[config.mk]
export PLATFORM = sky130hd
export DESIGN_NAME = decoder_grant_arbiter
export DESIGN_NICKNAME = d
export VERILOG_FILES = /design/src/rtl/decoder_grant_arbiter.sv
export SDC_FILE = /design/constraint.sdc
export NUM_CORES = 1
export LEC_CHECK = 0
export CAP_MARGIN = 20
export CORE_ASPECT_RATIO = 0.6
export CORE_UTILIZATION = 50
export DETAILED_ROUTE_END_ITERATION = 6
export PLACE_DENSITY = 0.74
export SYNTH_ARGS = -nofsm -noshare
export SYNTH_HDL_FRONTEND = slang
export SYNTH_SLANG_ARGS = --single-unit
[constraint.sdc]
create_clock -name clk -period 4.7 [get_ports clk]
set_clock_uncertainty 0.15 [all_clocks]
set_input_delay 0.705 -clock clk [delete_from_list [all_inputs] [get_ports clk]]
set_output_delay 0.705 -clock clk [all_outputs]
set_load 0.01 [all_outputs]
[src/rtl/decoder_grant_arbiter.sv]
// Round-robin arbiter sharing a 4:16 decoder's select lines among 16 requesters.
// Define ARB_TIMEOUT_EN to build the MAX_HOLD forced-release counter and timeout pulse.
module decoder_grant_arbiter #(
    parameter int unsigned NREQ     = 16,
    parameter int unsigned IDXW     = 4,
    parameter int unsigned MAX_HOLD = 8
) (
    input  logic            clk,
    input  logic            rst,
    input  logic [NREQ-1:0] req,
    input  logic            done,
    output logic [IDXW-1:0] sel,
    output logic            en,
    output logic            busy,
    output logic            timeout
);

    typedef enum logic [1:0] {
        StIdle    = 2'd0,
        StGrant   = 2'd1,
        StRelease = 2'd2
    } state_e;

    // Elaboration-time parameter sanity checks.
    if (NREQ != (1 << IDXW)) begin : g_bad_nreq
        $error("NREQ must equal 2**IDXW");
    end
    if (MAX_HOLD < 1 || MAX_HOLD > 255) begin : g_bad_hold
        $error("MAX_HOLD must be in 1..255");
    end

    state_e          state_q, state_d;
    logic [IDXW-1:0] ptr_q, ptr_d;
    logic [IDXW-1:0] sel_q, sel_d;
    logic            en_q, en_d;
    logic            busy_q, busy_d;
    logic            timeout_q, timeout_d;

    logic [IDXW-1:0] winner;
    logic            found;
    logic [IDXW-1:0] cand;
    logic            owner_release;
    logic            hold_expired;

    // Search ptr+1 .. ptr+16 (mod NREQ); iterating downward lets the nearest hit win.
    always_comb begin
        winner = '0;
        found  = 1'b0;
        cand   = '0;
        for (int k = NREQ; k >= 1; k--) begin
            cand = ptr_q + IDXW'(k);
            if (req[cand]) begin
                winner = cand;
                found  = 1'b1;
            end
        end
    end

    assign owner_release = done || !req[sel_q];

`ifdef ARB_TIMEOUT_EN
    logic [7:0] hold_q, hold_d;

    assign hold_expired = (hold_q == 8'(MAX_HOLD - 1));

    always_comb begin
        hold_d = '0;
        if (state_q == StGrant && !owner_release && !hold_expired) begin
            hold_d = hold_q + 8'd1;
        end
    end

    always_ff @(posedge clk) begin
        if (rst) begin
            hold_q <= '0;
        end else begin
            hold_q <= hold_d;
        end
    end
`else
    assign hold_expired = 1'b0;
`endif

    always_comb begin
        state_d   = state_q;
        ptr_d     = ptr_q;
        sel_d     = sel_q;
        en_d      = en_q;
        busy_d    = busy_q;
        timeout_d = 1'b0;
        unique case (state_q)
            StIdle: begin
                en_d   = 1'b0;
                busy_d = 1'b0;
                if (found) begin
                    sel_d   = winner;
                    ptr_d   = winner;
                    en_d    = 1'b1;
                    busy_d  = 1'b1;
                    state_d = StGrant;
                end
            end
            StGrant: begin
                if (owner_release || hold_expired) begin
                    en_d      = 1'b0;
                    busy_d    = 1'b1;
                    // Owner-initiated release wins a tie; no timeout pulse then.
                    timeout_d = !owner_release;
                    state_d   = StRelease;
                end
            end
            StRelease: begin
                en_d    = 1'b0;
                busy_d  = 1'b0;
                state_d = StIdle;
            end
            default: begin
                en_d    = 1'b0;
                busy_d  = 1'b0;
                state_d = StIdle;
            end
        endcase
    end

    always_ff @(posedge clk) begin
        if (rst) begin
            state_q   <= StIdle;
            ptr_q     <= IDXW'(NREQ - 1);
            sel_q     <= '0;
            en_q      <= 1'b0;
            busy_q    <= 1'b0;
            timeout_q <= 1'b0;
        end else begin
            state_q   <= state_d;
            ptr_q     <= ptr_d;
            sel_q     <= sel_d;
            en_q      <= en_d;
            busy_q    <= busy_d;
            timeout_q <= timeout_d;
        end
    end

    assign sel     = sel_q;
    assign en      = en_q;
    assign busy    = busy_q;
    assign timeout = timeout_q;

endmodule
==> impl_results.md <==
* Status: finished, final reports clean
* Worst R2R Setup Slack at around 0.3 ns
* Worst EP arrival at ~4.4 ns
* Most frequent CP cell: a2111oi_0
* Core box area at 5570 sq um
* Post-synthesis mux area share at around 44%
* Largest family of logic cells by synthesized area: multiplexers
* Post-CTS Setup Bufs at 0
* CTS Sinks at 13
* Critical path class: flop to flop
* Max-cap viol count at 0
* Row count at 21
* Routed Antenna Nets at 0
* Worst path slowest cell: dfxtp_1
* Syn nets at 330
* Resize count post-CTS at 0
* Initial DRC Count at about 240
* Peak Freq at 228 MHz
* Endpoints failing setup at 0
* Die Ht at roughly 61 microns
* Syn Inst Count at a little over 300
* Vias after detailed routing at between 2000 and 3000
* Yosys warning total at 0
* Largest net degree at the start of global routing at 32
* Crit path buf inv count at 1
* Hpwl dp at approximately 7000 microns
* Worst hold path class: flop to flop
* Reg clk slew, reported paths at roughly 0.05 ns
* Total GRT Usage at a little under a third
* H-tree levels at 1
* Setup tns final at 0 ns
* Initial Util at around half
* Avg Cell Area, Syn at 9.52 sq um
* Synth Area in Compound Gates at 21.4%
* Grt ovf at 0
* Initial antenna violation count at 0
* RSZ-0062 raised after global routing: false
* Pre-Repair DR Iteration Count at 5
* CP startpoint kind: flop
* Ys flop type: dfxtp_1
* Storage cell area at 260 sq um
* Post-Route WL at ~9000 microns
* Reg-to-Reg Start: ptr_q[2]
* Crit. Startpoint: ptr_q[2]
* Register bit total from synthesis at 13
* Hold Path Depth at 1
* Worst-margin pin slew at about 1.1 ns
* Max-slew violation total from the final report at 0
* Final Hold Viols at 0
* TritonCTS Buffers at 3
* Xor/xnor cell area share of the yosys netlist at 3.63%
* Worst slew margin at about 28%
* Crit path cell chain: inv_1 > ha_1 > a21oi_1 > xor2_1 > mux4_2 > a21o_1 > a2111oi_0 > a2111oi_0 > nor4_1 > o32ai_1
* Drc violations at 0
* Fraction of layout cells with a size suffix above 1 at 22.4%
* Detail-routed net length per standard cell at 21.9 microns
* CP max stage delay at ~0.67 ns
* Die width at around 100 microns
* Io pins at 26
* First-pass GRT wire length at approximately 15000 microns
* Final min period at between 4 and 5 ns
* Crit share post-route at 93.5%
* CP Capture Type: flop
* Worst-Skew Late Latency at about 0.24 ns
* Vias in the first global route at approximately 2700
* Multi-input gate area at roughly 2500 sq um
* Drt via density at 7.16
* Family with the most delay on the worst path: compound AO/OA/AOI/OAI gates
* Antenna Cells at 0
* Reg2reg end: sel[0]
* CTS Buffer Depth at 2
* End of the critical path: sel[0]
* Synth Area in Simple Gates at approximately 15%
* Number of port buffers at 25
* Nets at 357
* Post-Syn Area at slightly below 3000 sq um
* Fillers at ~490
* Adder-Cell Fraction of Synth Area at 3.03%
* Register area share after synthesis at 8.99%
* Worst-path maximum fanout at 13
* Final Wtd Congestion at approximately 0.99
* Netlist cell types at between 60 and 70
* CTS root buf: clkbuf_8
* CTS tree: built
* DIE AREA at ~6000 sq um
* Layout Area Growth over Synthesis at 14.4%
* Critical Path RT at ~4.7 ns
* Number of flops mapped to enable cells by yosys at 0
* Cells on worst reg2reg path at 10
* CP Depth at 10
* Asr flop ratio synth at 0%
* CTS Hold Buffers Added at 0
[flip-flops by register name (all words and copies together) (netlist names)]
signal   count
ptr_q        4
sel          4
state_q      2
busy         1
en           1
timeout      1
[cells in the final DEF (no fill, tap or decap), types with 5 or more instances in the layout]
master / Yosys / layout
ha_1: 7 / 7
nor2_1: 22 / 22
mux2_2: 13 / 13
o21ai_0: 10 / 10
nand3_1: 5 / 5
xnor2_1: 6 / 6
buf_4: 2 / 14
inv_1: 9 / 9
nand2_1: 18 / 18
xor2_1: 6 / 6
a21oi_1: 18 / 18
mux2i_1: 21 / 21
nor2b_1: 7 / 7
a31oi_1: 7 / 7
a211oi_1: 7 / 7
mux4_2: 37 / 37
clkdlybuf4s50_1: 0 / 25
dfxtp_1: 13 / 13
[worst min-delay path by stage]
stage,slack [ns],to,startpoint
floorplan,0.36,en,en
global placement,0.31,en,en
detailed placement,0.31,en,en
CTS,0.36,en,en
global route,0.37,en,en
finish,0.35,en,en
[layout make-up]
| type | instances | share of cell area (%) |
|---|---|---|
| sequential | 13 | 7.86 |
| inverter | 10 | 1.13 |
| clock buffer | 4 | 1.36 |
| timing repair buffer | 39 | 10.7 |
| tap | 80 | 3.02 |
| multi-input combinational | 264 | 75.9 |
[cells in the mapped netlist, drive strengths merged, types with 2 or more instances]
cell | count | share of area [%]
mux4 | 40 | 32
nor2 | 23 | 3.1
mux2i | 21 | 7.3
a21oi | 18 | 3.1
nand2 | 18 | 2.3
dfxtp | 13 | 9.0
mux2 | 13 | 5.1
o21ai | 12 | 2.1
inv | 10 | 1.3
buf | 9 | 1.9
clkbuf | 8 | 1.0
a211oi | 7 | 1.8
a31oi | 7 | 1.5
ha | 7 | 3.0
nor2b | 7 | 1.5
xnor2 | 6 | 1.8
xor2 | 6 | 1.8
nand3 | 5 | 0.86
nor4 | 5 | 1.6
a311oi | 4 | 1.2
and2 | 4 | 0.86
nand2b | 4 | 0.86
nor3 | 4 | 0.86
o211ai | 4 | 1.0
o31ai | 4 | 1.0
or3 | 4 | 0.86
a2111oi | 3 | 0.91
o311ai | 3 | 0.91
or2 | 3 | 0.73
a211o | 2 | 0.61
a21o | 2 | 0.52
a221oi | 2 | 0.82
a22o | 2 | 0.61
a22oi | 2 | 0.52
nor3b | 2 | 0.52
o21bai | 2 | 0.52
o221ai | 2 | 0.61
o22a | 2 | 0.61
o22ai | 2 | 0.43
[logic make-up after synthesis]
kind of cell / count (synthesis)
xor+xnor: 12
compound gates: 88
other cells: 1
buf+inv: 27
simple gates: 82
fa+ha+maj: 7
flops: 13
mux: 74
[through the flow]
stage	instances	cell area (sq um)	utilization (%)	hold WS (ns)	setup WS [ns]
after floorplan	304	2900	-	0.359	0.224
after global placement	406	3270	58.6	0.308	0.420
after detailed placement	406	3270	58.6	0.310	0.368
after CTS	410	3310	59.5	0.358	0.449
after global routing	410	3310	59.5	0.371	0.134
final	410	3310	59.5	0.354	0.306
[routing by layer]
layer  wire length, microns  GRT usage (%)
met1                   3970           48.6
met3                   1370           10.1
met2                   3520           43.8
met4                    112           5.38
met5                      0              0
Power is not shown: default switching activity piles up to over one toggle a cycle in this logic, so the estimate is an artifact.
